==> src/rtl/dmem_pkg.sv <==
// Shared types and lane constants for the data-memory arbiter.
package dmem_pkg;

    typedef enum logic [1:0] {
        SZ_BYTE    = 2'b00,
        SZ_HALF    = 2'b01,
        SZ_WORD    = 2'b10,
        SZ_ILLEGAL = 2'b11
    } size_e;

    typedef enum logic {
        ST_IDLE = 1'b0,
        ST_RMW  = 1'b1
    } state_e;

    // Byte lanes are little-endian: lane n occupies bits [8n +: 8].
    localparam int         BYTE_W        = 8;
    localparam int         HALF_W        = 16;
    localparam logic [1:0] HALF_OFS_MASK = 2'b10;

endpackage

==> src/rtl/dmem_arbiter_if.sv <==
// Requester bus and memory bus for the data-memory arbiter.
interface dmem_req_if #(
    parameter int REG_BITS = 32
);
    logic                valid;
    logic                ready;
    logic [REG_BITS-1:0] addr;
    logic                we;
    logic [1:0]          size;
    logic                is_unsigned;
    logic [REG_BITS-1:0] wdata;
    logic                rvalid;
    logic [REG_BITS-1:0] rdata;
    logic                err;

    modport master (
        output valid, addr, we, size, is_unsigned, wdata,
        input  ready, rvalid, rdata, err
    );

    modport slave (
        input  valid, addr, we, size, is_unsigned, wdata,
        output ready, rvalid, rdata, err
    );
endinterface

interface dmem_mem_if #(
    parameter int REG_BITS = 32,
    parameter int IDX_BITS = 10
);
    logic [IDX_BITS-1:0] a;
    logic [REG_BITS-1:0] wd;
    logic                we;
    logic [REG_BITS-1:0] rd;

    modport master (
        output a, wd, we,
        input  rd
    );

    modport slave (
        input  a, wd, we,
        output rd
    );
endinterface

==> src/rtl/dmem_lane_merge.sv <==
// Byte/half lane handling: store merge into an old word, load extract and extend.
module dmem_lane_merge
    import dmem_pkg::*;
#(
    parameter int REG_BITS = 32
) (
    input  logic [REG_BITS-1:0] old_word,
    input  logic [REG_BITS-1:0] st_data,
    input  size_e               st_size,
    input  logic [1:0]          st_offset,
    output logic [REG_BITS-1:0] merged,
    input  logic [REG_BITS-1:0] ld_word,
    input  size_e               ld_size,
    input  logic [1:0]          ld_offset,
    input  logic                ld_unsigned,
    output logic [REG_BITS-1:0] ld_result
);

    localparam int SHW = $clog2(REG_BITS);

    logic [SHW-1:0]      st_b_shift;
    logic [SHW-1:0]      st_h_shift;
    logic [SHW-1:0]      ld_b_shift;
    logic [SHW-1:0]      ld_h_shift;
    logic [REG_BITS-1:0] mask;
    logic [HALF_W-1:0]   lane;

    // Halves always sit on an even lane, so bit 0 of the offset is ignored for them.
    assign st_b_shift = SHW'({st_offset, 3'b000});
    assign st_h_shift = SHW'({st_offset & HALF_OFS_MASK, 3'b000});
    assign ld_b_shift = SHW'({ld_offset, 3'b000});
    assign ld_h_shift = SHW'({ld_offset & HALF_OFS_MASK, 3'b000});

    // Replace the addressed lane of the old word with the low bits of the store data.
    always_comb begin
        mask   = '0;
        merged = st_data;
        case (st_size)
            SZ_BYTE: begin
                mask   = REG_BITS'({BYTE_W{1'b1}}) << st_b_shift;
                merged = (old_word & ~mask) | (REG_BITS'(st_data[BYTE_W-1:0]) << st_b_shift);
            end
            SZ_HALF: begin
                mask   = REG_BITS'({HALF_W{1'b1}}) << st_h_shift;
                merged = (old_word & ~mask) | (REG_BITS'(st_data[HALF_W-1:0]) << st_h_shift);
            end
            default: merged = st_data;
        endcase
    end

    // Pull the addressed lane down to bit 0 and sign- or zero-extend it.
    always_comb begin
        lane      = '0;
        ld_result = ld_word;
        case (ld_size)
            SZ_BYTE: begin
                lane      = HALF_W'(ld_word >> ld_b_shift);
                ld_result = {{(REG_BITS-BYTE_W){~ld_unsigned & lane[BYTE_W-1]}}, lane[BYTE_W-1:0]};
            end
            SZ_HALF: begin
                lane      = HALF_W'(ld_word >> ld_h_shift);
                ld_result = {{(REG_BITS-HALF_W){~ld_unsigned & lane[HALF_W-1]}}, lane};
            end
            default: ld_result = ld_word;
        endcase
    end

endmodule

==> src/rtl/dmem_arbiter.sv <==
// Two-port round-robin arbiter and word-access sequencer for the data memory.
module dmem_arbiter
    import dmem_pkg::*;
#(
    parameter int REG_BITS  = 32,
    parameter int MEM_WORDS = 1024
) (
    input  logic    clk,
    input  logic    rst,
    dmem_req_if.slave  p0,
    dmem_req_if.slave  p1,
    dmem_mem_if.master mem
);

    localparam int IDX_BITS = $clog2(MEM_WORDS);

    state_e                       state_q, state_d;
    logic                         last_q, last_d;
    logic [1:0]                   rvalid_q, rvalid_d;
    logic [1:0]                   err_q, err_d;
    logic [1:0][REG_BITS-1:0]     rdata_q, rdata_d;
    logic [REG_BITS-1:0]          old_q, old_d;
    logic [REG_BITS-1:0]          wdata_q, wdata_d;
    logic [IDX_BITS-1:0]          idx_q, idx_d;
    logic [1:0]                   ofs_q, ofs_d;
    size_e                        size_q, size_d;
    logic                         port_q, port_d;

    logic                         grant_valid;
    logic                         grant;
    logic [REG_BITS-1:0]          req_addr;
    logic                         req_we;
    size_e                        req_size;
    logic                         req_uns;
    logic [REG_BITS-1:0]          req_wdata;
    logic                         req_err;

    logic [IDX_BITS-1:0]          mem_a;
    logic [REG_BITS-1:0]          mem_wd;
    logic                         mem_we;
    logic [REG_BITS-1:0]          merged;
    logic [REG_BITS-1:0]          ld_result;

    // Round-robin grant: a lone requester wins, on conflict the port other than LAST wins.
    always_comb begin
        grant_valid = 1'b0;
        grant       = 1'b0;
        if (state_q == ST_IDLE && !rst) begin
            if (p0.valid && p1.valid) begin
                grant_valid = 1'b1;
                grant       = ~last_q;
            end else if (p0.valid) begin
                grant_valid = 1'b1;
                grant       = 1'b0;
            end else if (p1.valid) begin
                grant_valid = 1'b1;
                grant       = 1'b1;
            end
        end
    end

    assign p0.ready = grant_valid & ~grant;
    assign p1.ready = grant_valid &  grant;

    assign req_addr  = grant ? p1.addr        : p0.addr;
    assign req_we    = grant ? p1.we          : p0.we;
    assign req_size  = size_e'(grant ? p1.size : p0.size);
    assign req_uns   = grant ? p1.is_unsigned : p0.is_unsigned;
    assign req_wdata = grant ? p1.wdata       : p0.wdata;

    assign req_err = (req_size == SZ_ILLEGAL)
                   | ((req_size == SZ_HALF) & req_addr[0])
                   | ((req_size == SZ_WORD) & (req_addr[1:0] != 2'b00))
                   | (|req_addr[REG_BITS-1:2+IDX_BITS]);

    dmem_lane_merge #(.REG_BITS(REG_BITS)) u_lane (
        .old_word    (old_q),
        .st_data     (wdata_q),
        .st_size     (size_q),
        .st_offset   (ofs_q),
        .merged      (merged),
        .ld_word     (mem.rd),
        .ld_size     (req_size),
        .ld_offset   (req_addr[1:0]),
        .ld_unsigned (req_uns),
        .ld_result   (ld_result)
    );

    // Next state, memory drive and response capture for IDLE accepts and the RMW write.
    always_comb begin
        state_d  = state_q;
        last_d   = last_q;
        rvalid_d = '0;
        err_d    = '0;
        rdata_d  = '0;
        old_d    = old_q;
        wdata_d  = wdata_q;
        idx_d    = idx_q;
        ofs_d    = ofs_q;
        size_d   = size_q;
        port_d   = port_q;
        mem_a    = req_addr[2 +: IDX_BITS];
        mem_wd   = req_wdata;
        mem_we   = 1'b0;
        case (state_q)
            ST_IDLE: begin
                if (grant_valid) begin
                    last_d = grant;
                    if (req_err) begin
                        rvalid_d[grant] = 1'b1;
                        err_d[grant]    = 1'b1;
                    end else if (!req_we) begin
                        rvalid_d[grant] = 1'b1;
                        rdata_d[grant]  = ld_result;
                    end else if (req_size == SZ_WORD) begin
                        mem_we          = 1'b1;
                        rvalid_d[grant] = 1'b1;
                    end else begin
                        old_d   = mem.rd;
                        wdata_d = req_wdata;
                        idx_d   = req_addr[2 +: IDX_BITS];
                        ofs_d   = req_addr[1:0];
                        size_d  = req_size;
                        port_d  = grant;
                        state_d = ST_RMW;
                    end
                end
            end
            ST_RMW: begin
                // A reset landing here drops the write; the flops clear the response.
                mem_a            = idx_q;
                mem_wd           = merged;
                mem_we           = ~rst;
                rvalid_d[port_q] = 1'b1;
                state_d          = ST_IDLE;
            end
            default: state_d = ST_IDLE;
        endcase
    end

    assign mem.a  = mem_a;
    assign mem.wd = mem_wd;
    assign mem.we = mem_we;

    // State, round-robin pointer, RMW context and response registers.
    always_ff @(posedge clk) begin
        if (rst) begin
            state_q  <= ST_IDLE;
            last_q   <= 1'b1;
            rvalid_q <= '0;
            err_q    <= '0;
            rdata_q  <= '0;
            old_q    <= '0;
            wdata_q  <= '0;
            idx_q    <= '0;
            ofs_q    <= '0;
            size_q   <= SZ_BYTE;
            port_q   <= 1'b0;
        end else begin
            state_q  <= state_d;
            last_q   <= last_d;
            rvalid_q <= rvalid_d;
            err_q    <= err_d;
            rdata_q  <= rdata_d;
            old_q    <= old_d;
            wdata_q  <= wdata_d;
            idx_q    <= idx_d;
            ofs_q    <= ofs_d;
            size_q   <= size_d;
            port_q   <= port_d;
        end
    end

    assign p0.rvalid = rvalid_q[0];
    assign p0.err    = err_q[0];
    assign p0.rdata  = rdata_q[0];
    assign p1.rvalid = rvalid_q[1];
    assign p1.err    = err_q[1];
    assign p1.rdata  = rdata_q[1];

endmodule

==> src/flat_wrapper.sv <==
// flat-port wrapper written by rule: the top's interface ports become plain ports
module dmem_arbiter_flat import dmem_pkg::*;
#(
    parameter int REG_BITS  = 32,
    parameter int MEM_WORDS = 1024
)
  (clk, rst, p0_valid, p0_addr, p0_we, p0_size, p0_is_unsigned, p0_wdata, p0_ready, p0_rvalid, p0_rdata, p0_err, p1_valid, p1_addr, p1_we, p1_size, p1_is_unsigned, p1_wdata, p1_ready, p1_rvalid, p1_rdata, p1_err, mem_a, mem_wd, mem_we, mem_rd);
  dmem_req_if #(.REG_BITS(REG_BITS)) p0_i ();
  dmem_req_if #(.REG_BITS(REG_BITS)) p1_i ();
  dmem_mem_if #(.REG_BITS(REG_BITS)) mem_i ();
  input  logic clk;
  input  logic rst;
  input wire logic [$bits(p0_i.valid)-1:0] p0_valid;
  input wire logic [$bits(p0_i.addr)-1:0] p0_addr;
  input wire logic [$bits(p0_i.we)-1:0] p0_we;
  input wire logic [$bits(p0_i.size)-1:0] p0_size;
  input wire logic [$bits(p0_i.is_unsigned)-1:0] p0_is_unsigned;
  input wire logic [$bits(p0_i.wdata)-1:0] p0_wdata;
  output wire logic [$bits(p0_i.ready)-1:0] p0_ready;
  output wire logic [$bits(p0_i.rvalid)-1:0] p0_rvalid;
  output wire logic [$bits(p0_i.rdata)-1:0] p0_rdata;
  output wire logic [$bits(p0_i.err)-1:0] p0_err;
  input wire logic [$bits(p1_i.valid)-1:0] p1_valid;
  input wire logic [$bits(p1_i.addr)-1:0] p1_addr;
  input wire logic [$bits(p1_i.we)-1:0] p1_we;
  input wire logic [$bits(p1_i.size)-1:0] p1_size;
  input wire logic [$bits(p1_i.is_unsigned)-1:0] p1_is_unsigned;
  input wire logic [$bits(p1_i.wdata)-1:0] p1_wdata;
  output wire logic [$bits(p1_i.ready)-1:0] p1_ready;
  output wire logic [$bits(p1_i.rvalid)-1:0] p1_rvalid;
  output wire logic [$bits(p1_i.rdata)-1:0] p1_rdata;
  output wire logic [$bits(p1_i.err)-1:0] p1_err;
  output wire logic [$bits(mem_i.a)-1:0] mem_a;
  output wire logic [$bits(mem_i.wd)-1:0] mem_wd;
  output wire logic [$bits(mem_i.we)-1:0] mem_we;
  input wire logic [$bits(mem_i.rd)-1:0] mem_rd;
  assign p0_i.valid = p0_valid;
  assign p0_i.addr = p0_addr;
  assign p0_i.we = p0_we;
  assign p0_i.size = p0_size;
  assign p0_i.is_unsigned = p0_is_unsigned;
  assign p0_i.wdata = p0_wdata;
  assign p0_ready = p0_i.ready;
  assign p0_rvalid = p0_i.rvalid;
  assign p0_rdata = p0_i.rdata;
  assign p0_err = p0_i.err;
  assign p1_i.valid = p1_valid;
  assign p1_i.addr = p1_addr;
  assign p1_i.we = p1_we;
  assign p1_i.size = p1_size;
  assign p1_i.is_unsigned = p1_is_unsigned;
  assign p1_i.wdata = p1_wdata;
  assign p1_ready = p1_i.ready;
  assign p1_rvalid = p1_i.rvalid;
  assign p1_rdata = p1_i.rdata;
  assign p1_err = p1_i.err;
  assign mem_a = mem_i.a;
  assign mem_wd = mem_i.wd;
  assign mem_we = mem_i.we;
  assign mem_i.rd = mem_rd;
  dmem_arbiter #(.REG_BITS(REG_BITS), .MEM_WORDS(MEM_WORDS)) u_core (.clk(clk), .rst(rst), .p0(p0_i), .p1(p1_i), .mem(mem_i));
endmodule
==> config.mk <==
export PLATFORM = sky130hd
export DESIGN_NAME = dmem_arbiter_flat
export DESIGN_NICKNAME = d
export VERILOG_FILES = /design/src/rtl/dmem_pkg.sv /design/src/rtl/dmem_arbiter_if.sv /design/src/rtl/dmem_lane_merge.sv /design/src/rtl/dmem_arbiter.sv /design/src/flat_wrapper.sv
export SDC_FILE = /design/constraint.sdc
export NUM_CORES = 1
export LEC_CHECK = 0
export CAP_MARGIN = 20
export CORE_ASPECT_RATIO = 0.9
export CORE_MARGIN = 4
export CORE_UTILIZATION = 25
export CTS_CLUSTER_SIZE = 14
export DETAILED_ROUTE_END_ITERATION = 10
export PLACE_DENSITY = 0.54
export SYNTH_ARGS = -nofsm -noshare
export SYNTH_HDL_FRONTEND = slang
export SYNTH_SLANG_ARGS = --single-unit
==> constraint.sdc <==
create_clock -name clk -period 2.07 [get_ports clk]
set_input_delay 0.207 -clock clk [delete_from_list [all_inputs] [get_ports clk]]
set_output_delay 0.207 -clock clk [all_outputs]
set_load 0.005 [all_outputs]
==> metrics.yaml, run 1 <==
synth_edf_count: 0
port_buffers: 284
p_seq_share_pct: 37.6
power.total_mw: 7.65
antenna_found_initial: 0
max_slew_margin_pct: 67.4
yosysSeqAreaShare_pct: 38.4
min_period_ps: 2490
drive_above_1_share_pct: 35.5
tightest_slew_ps: 486
syn-instance-count: 894
timing.final.crit_share_pct: 120
rows: 60
routed_wl_mm: 35.6
cts_tree: "done"
outcome: "finished with violations"
fp.dieH_um: 175
drtIter0Drc: 548
cts_buffer_depth: 2
finalSetupViolCount: 187
async_flop_share_pct: 0
core_area_mm2: 0.0303
worst_ep_required_time_ps: 1860
pwr_density_cell_mw_per_mm2: 531
cp-end-kind: "primary output"
dp_slack_ps: -580
grt_setup_unrepaired: "yes"
crit_top_cell: "mux2_4"
post-route-util_pct: 47.7
cp_cell_sequence: "a211oi_4 > nand2_4 > buf_12 > buf_8 > buf_16 > mux2_4 > mux2_4 > buf_6"
h-tree-depth: 4
setup_slack_ps: -421
cp_data_arrival_time_ps: 2280
start_kind: "flop"
cpPeakStageDelay_ps: 360
start_util_pct: 25.7
syn_area_per_cell_um2: 8.68
vias: 8590
drtPass1Iterations: 7
crit_fanout: 4
ios: 285
hold_class: "input port to flop"
clockRootBuffer: "clkbuf_16"
r2r-end: "u_core.idx_q[8]$_SDFFE_PP0P_"
swShare_pct: 26.1
clkLatencyLatePin_ps: 420
clkPwrFrac_pct: 42.5
p_switching_mw: 1.99
seqCellArea_mm2: 0.00299
area_delta_synth_final_pct: 85.7
maxSlewViolCount: 0
layout_commonest_cell: "clkdlybuf4s50_1"
gp_congestion: 0.837
path_class: "flop to primary output"
clock-sinks: 149
comb_power_share_pct: 20.0
cts.reportedPaths.clkPinSlew_ps: 60
gr-usage-all-layers_pct: 20.3
ys_warn_count: 0
ant_nets: 0
internal_power_mw: 5.66
hold_path_end: "u_core.old_q[0]$_SDFFE_PP0P_"
wl_per_cell_um: 20.4
ys_ff_latch: 149
cts_hold_buf: 0
die_w_um: 194
numCtsBuffers: 17
syn-num-nets: 1066
hold_viol_final: 0
final_cell_area_mm2: 0.0144
drc: 0
r2r_slack_ps: -350
ir_worst_vdd_mv: 0.497
cap_violations: 0
synth_area_mm2: 0.00776
grt_max_degree: 32
vias_per_cell: 4.93
synth.distinct_cells: 57
layout_common_cells: "clkdlybuf4s50_1, dfxtp_1, nand2_1, buf_4, mux2i_1"
synthFlopType: "dfxtp_1"
hp-start: "mem_rd[0]"
whs_path_depth: 3
grt_pass1_vias: 8896
power.leakage_nw: 5.73
fp.dieArea_mm2: 0.0339
violations: "negative setup slack"
slowest_stage: "dfxtp_4"
multi_input_area_mm2: 0.00524
grt.overflow.total: 0
rr_startpoint: "u_core.state_q$_SDFF_PP0_"
nets: 1498
dp_hpwl_mm: 24.5
fin_worst_skew_ps: 9.41
grt_pass1_wl_mm: 53.7
n_fill_cell: 2865
placed_cell_area_mm2: 0.0119
r2r_cells: 10
clock.fmax_mhz: 402
[layout make-up]
class | instances | share of cell area, %
antenna | 1 | 0.0174
clock buffer | 19 | 3.00
clock inverter | 13 | 1.16
inverter | 11 | 0.312
multi-input combinational | 662 | 36.3
sequential | 149 | 20.8
tap | 403 | 3.50
timing repair buffer | 485 | 34.9
[logic make-up (layout without fill, tap and decap cells)]
kind of cell	after synthesis	in the layout	synth area share (%)
AO/OA/AOI/OAI	211	211	17.9
buffers and inverters	83	528	5.14
multiplexers	133	133	18.2
other	0	1	0
AND/OR/NAND/NOR	318	318	20.4
flip-flops	149	149	38.4
[cells in the mapped netlist (8+ instances only)]
master	number	area (um2)
dfxtp_1	149	2980
nand2_1	126	473
a21oi_1	77	385
mux2i_1	72	721
mux2_2	55	619
clkbuf_1	47	176
and2_1	42	263
nor3_1	37	185
nor2b_1	29	181
nor2_1	25	93.8
o21ai_0	25	125
and3_1	21	131
buf_2	15	75.1
o211ai_1	15	113
a222oi_1	13	130
o21a_1	13	97.6
o22ai_1	13	81.3
a211oi_1	12	90.1
inv_1	10	37.5
nor4_1	10	62.6
a22oi_1	8	60.1
[repair_timing]
item,in CTS,in global routing
endpoints found under the hold margin,0,0
resized for setup,429,28
gates cloned,20,0
pin swaps,75,28
setup buffers,52,4
endpoints found under the setup margin,184,190
[state kept, by name (all words and copies together) (netlist names)]
register / cells
u_core.err_q: 2
u_core.port_q: 1
u_core.idx_q: 10
u_core.old_q: 32
u_core.last_q: 1
u_core.ofs_q: 2
u_core.rvalid_q: 2
u_core.wdata_q: 32
u_core.size_q: 2
u_core.p1.rdata: 32
u_core.p0.rdata: 32
u_core.state_q: 1
[worst max-delay path by stage]
stage	from	endpoint	slack (ps)	cells after the start
finish	u_core.state_q$_SDFF_PP0_	mem_a[1]	-420	8
global route	u_core.state_q$_SDFF_PP0_	mem_we	-500	8
CTS	u_core.last_q$_SDFFE_PP1P_	mem_a[0]	-440	7
detailed placement	p0_valid	mem_we	-580	8
global placement	p0_valid	mem_we	-570	8
floorplan	u_core.state_q$_SDFF_PP0_	u_core.idx_q[5]$_SDFFE_PP0P_	10	9
[worst max-delay path: cells and delay by family, from the launching register on]
family | cells | cell delay, ps
buffers and inverters | 4 | 530
and+or+nand+nor | 1 | 110
muxes | 2 | 570
DFF | 1 | 360
AOI/OAI and AO/OA | 1 | 290
[power groups by stage]
stage	Sequential (mW)	Clock, mW	Combinational (mW)
floorplan	2.94	0	0.431
global placement	2.94	0	1.22
detailed placement	2.94	0	1.23
CTS	2.87	3.30	1.48
global route	2.87	3.44	1.62
finish	2.87	3.25	1.53
[metal layers]
metal | wire [um] | track usage (%) | share of wire [%]
met1 | 15900 | 26.4 | 45
met2 | 17200 | 34.6 | 48
met3 | 1940 | 4.47 | 5.5
met4 | 563 | 4.42 | 1.6
met5 | 0 | 0 | 0
[through the flow]
stage               setup TNS [ps]  hold slack (ps)  cells
floorplan                        0              349    894
finish                      -49570              438   1743
CTS                         -50710              423   1740
global route                -69720              431   1742
detailed placement          -93900              452   1640
global placement            -86610              444   1640
No activity file was read; power rests on OpenSTA's default activity.
==> run 2, diff against run 1 <==
- TNS_END_PERCENT: unset -> 30
==> metrics.yaml, run 2 (synthesis gave the netlist of run 1 again) <==
power.leakage_nw: 5.52  # was 5.73 nW
ios: 285  # unchanged
area_delta_synth_final_pct: 77.7  # was 85.7%
numCtsBuffers: 17  # unchanged
max_slew_margin_pct: 68.0  # was 67.4%
grt_setup_unrepaired: "yes"  # unchanged
core_area_mm2: 0.0303  # unchanged
finalSetupViolCount: 187  # unchanged
drive_above_1_share_pct: 32.3  # was 35.5%
wl_per_cell_um: 20.0  # was 20.4 um
maxSlewViolCount: 0  # unchanged
start_kind: "flop"  # unchanged
tightest_slew_ps: 477  # was 486 ps
violations: "negative setup slack"  # unchanged
drtIter0Drc: 613  # was 548
gp_congestion: 0.837  # unchanged
cp_data_arrival_time_ps: 2280  # about the same
die_w_um: 194  # unchanged
drc: 0  # unchanged
outcome: "finished with violations"  # unchanged
fp.dieH_um: 175  # unchanged
cp_cell_sequence: "a211oi_4 > nand2_4 > buf_12 > buf_8 > buf_16 > mux2_4 > mux2_4 > buf_6"  # unchanged
hold_viol_final: 0  # unchanged
ir_worst_vdd_mv: 0.481  # was 0.497 mV
vias_per_cell: 4.90  # was 4.93
setup_slack_ps: -420  # was -421 ps
clkLatencyLatePin_ps: 420  # about the same
pwr_density_cell_mw_per_mm2: 548  # was 531 mW/mm2
nets: 1479  # was 1498
cts_buffer_depth: 2  # unchanged
layout_commonest_cell: "clkdlybuf4s50_1"  # unchanged
antenna_cells: 0  # was 1
cp-end-kind: "primary output"  # unchanged
clockRootBuffer: "clkbuf_16"  # unchanged
grt.overflow.total: 0  # unchanged
dpl.cell_count: 1640  # unchanged
crit_top_cell: "mux2_4"  # unchanged
fin_worst_skew_ps: 9.57  # was 9.41 ps
slowest_stage: "dfxtp_4"  # unchanged
clock.fmax_mhz: 402  # about the same
dp_slack_ps: -580  # unchanged
grt_max_degree: 33  # was 32
h-tree-depth: 4  # unchanged
min_period_ps: 2490  # about the same
clock-sinks: 149  # unchanged
layout_common_cells: "clkdlybuf4s50_1, dfxtp_1, nand2_1, buf_4, mux2i_1"  # unchanged
dp_hpwl_mm: 24.5  # unchanged
antenna_found_initial: 0  # unchanged
crit_fanout: 4  # unchanged
fp.dieArea_mm2: 0.0339  # unchanged
worst_ep_required_time_ps: 1860  # about the same
cts.reportedPaths.clkPinSlew_ps: 60  # about the same
vias: 8448  # was 8590
start_util_pct: 25.7  # unchanged
hold_class: "input port to flop"  # unchanged
rows: 60  # unchanged
power.total_mw: 7.56  # was 7.65 mW
timing.final.crit_share_pct: 120  # about the same
path_class: "flop to primary output"  # unchanged
gr-usage-all-layers_pct: 19.3  # was 20.3%
cts_tree: "done"  # unchanged
drtPass1Iterations: 6  # was 7
port_buffers: 284  # unchanged
ant_nets: 0  # unchanged
routed_wl_mm: 34.4  # was 35.6 mm
grt_pass1_wl_mm: 51.3  # was 53.7 mm
grt_pass1_vias: 8608  # was 8896
instances_no_fill: 1723  # was 1743
cpPeakStageDelay_ps: 360  # about the same
cap_violations: 0  # unchanged
## run 2: cell types whose count changed in the layout (fill, tap and decap cells not counted), sizes merged
cell | before | now
dlygate4sd2 | 0 | 1
buf | 244 | 222
bufbuf | 1 | 2
dlymetal6s2s | 1 | 0
clkbuf | 19 | 21
diode | 1 | 0
## run 2: what timing repair did
item	CTS	global route
setup buffers	33	6
pin swaps	56	24
hold buffers	0	0
gates resized for setup	353	23
endpoints found under the setup margin	184	191
gates cloned	12	3
## run 2: area by class of cell
type | instances | area [um2]
fillers | 2919 | 16500
multi-input cells | 662 | 4980
repair buffers | 466 | 4670
flip-flops and latches | 149 | 2990
well taps | 403 | 504
clock buffers | 19 | 433
clock inverters | 13 | 168
inverters | 11 | 45.0
## run 2: path summary, 6_finish.rpt
check | end | slack (ps) | start | cells past startpoint
max | mem_a[1] | -420 | u_core.state_q$_SDFF_PP0_ | 8
min reg2reg | u_core.old_q[2]$_SDFFE_PP0P_ | 460 | u_core.old_q[2]$_SDFFE_PP0P_ | 2
max reg2reg | u_core.idx_q[3]$_SDFFE_PP0P_ | -330 | u_core.state_q$_SDFF_PP0_ | 10
min | u_core.old_q[0]$_SDFFE_PP0P_ | 440 | mem_rd[0] | 3
## run 2: worst max-delay path: cells and delay by family (launching register included)
kind / cells / cell delay (ps)
flip-flops: 1 / 360
AO/OA/AOI/OAI: 1 / 290
AND/OR/NAND/NOR: 1 / 110
multiplexers: 2 / 570
buffers and inverters: 4 / 530
## run 2: per-layer routing
layer / up-vias / GRT usage [%] / share of wire, %
met2: 315 / 33.2 / 49
met3: 20 / 4.32 / 6.4
met4: 0 / 3.69 / 1.2
met1: 4062 / 25.0 / 44
li1: 4051 / - / -
met5: - / 0 / 0
## run 2: power by group
group	internal (mW)	total [mW]	leakage [nW]	switching (mW)
logic	0.826	1.44	4.03	0.615
registers	2.87	2.87	1.20	0.00338
clock network	1.92	3.25	0.289	1.33
total	5.61	7.56	5.52	1.95
## run 2: stage by stage
stage	area [um2]	util (%)	setup TNS [ps]	hold slack, ps
finish	13800	45.6	-42550	438
global route	13800	45.6	-61640	431
CTS	13600	44.8	-41470	423
detailed placement	11900	39.2	-93900	452
global placement	11900	39.2	-86610	444
floorplan	7770	-	0	349
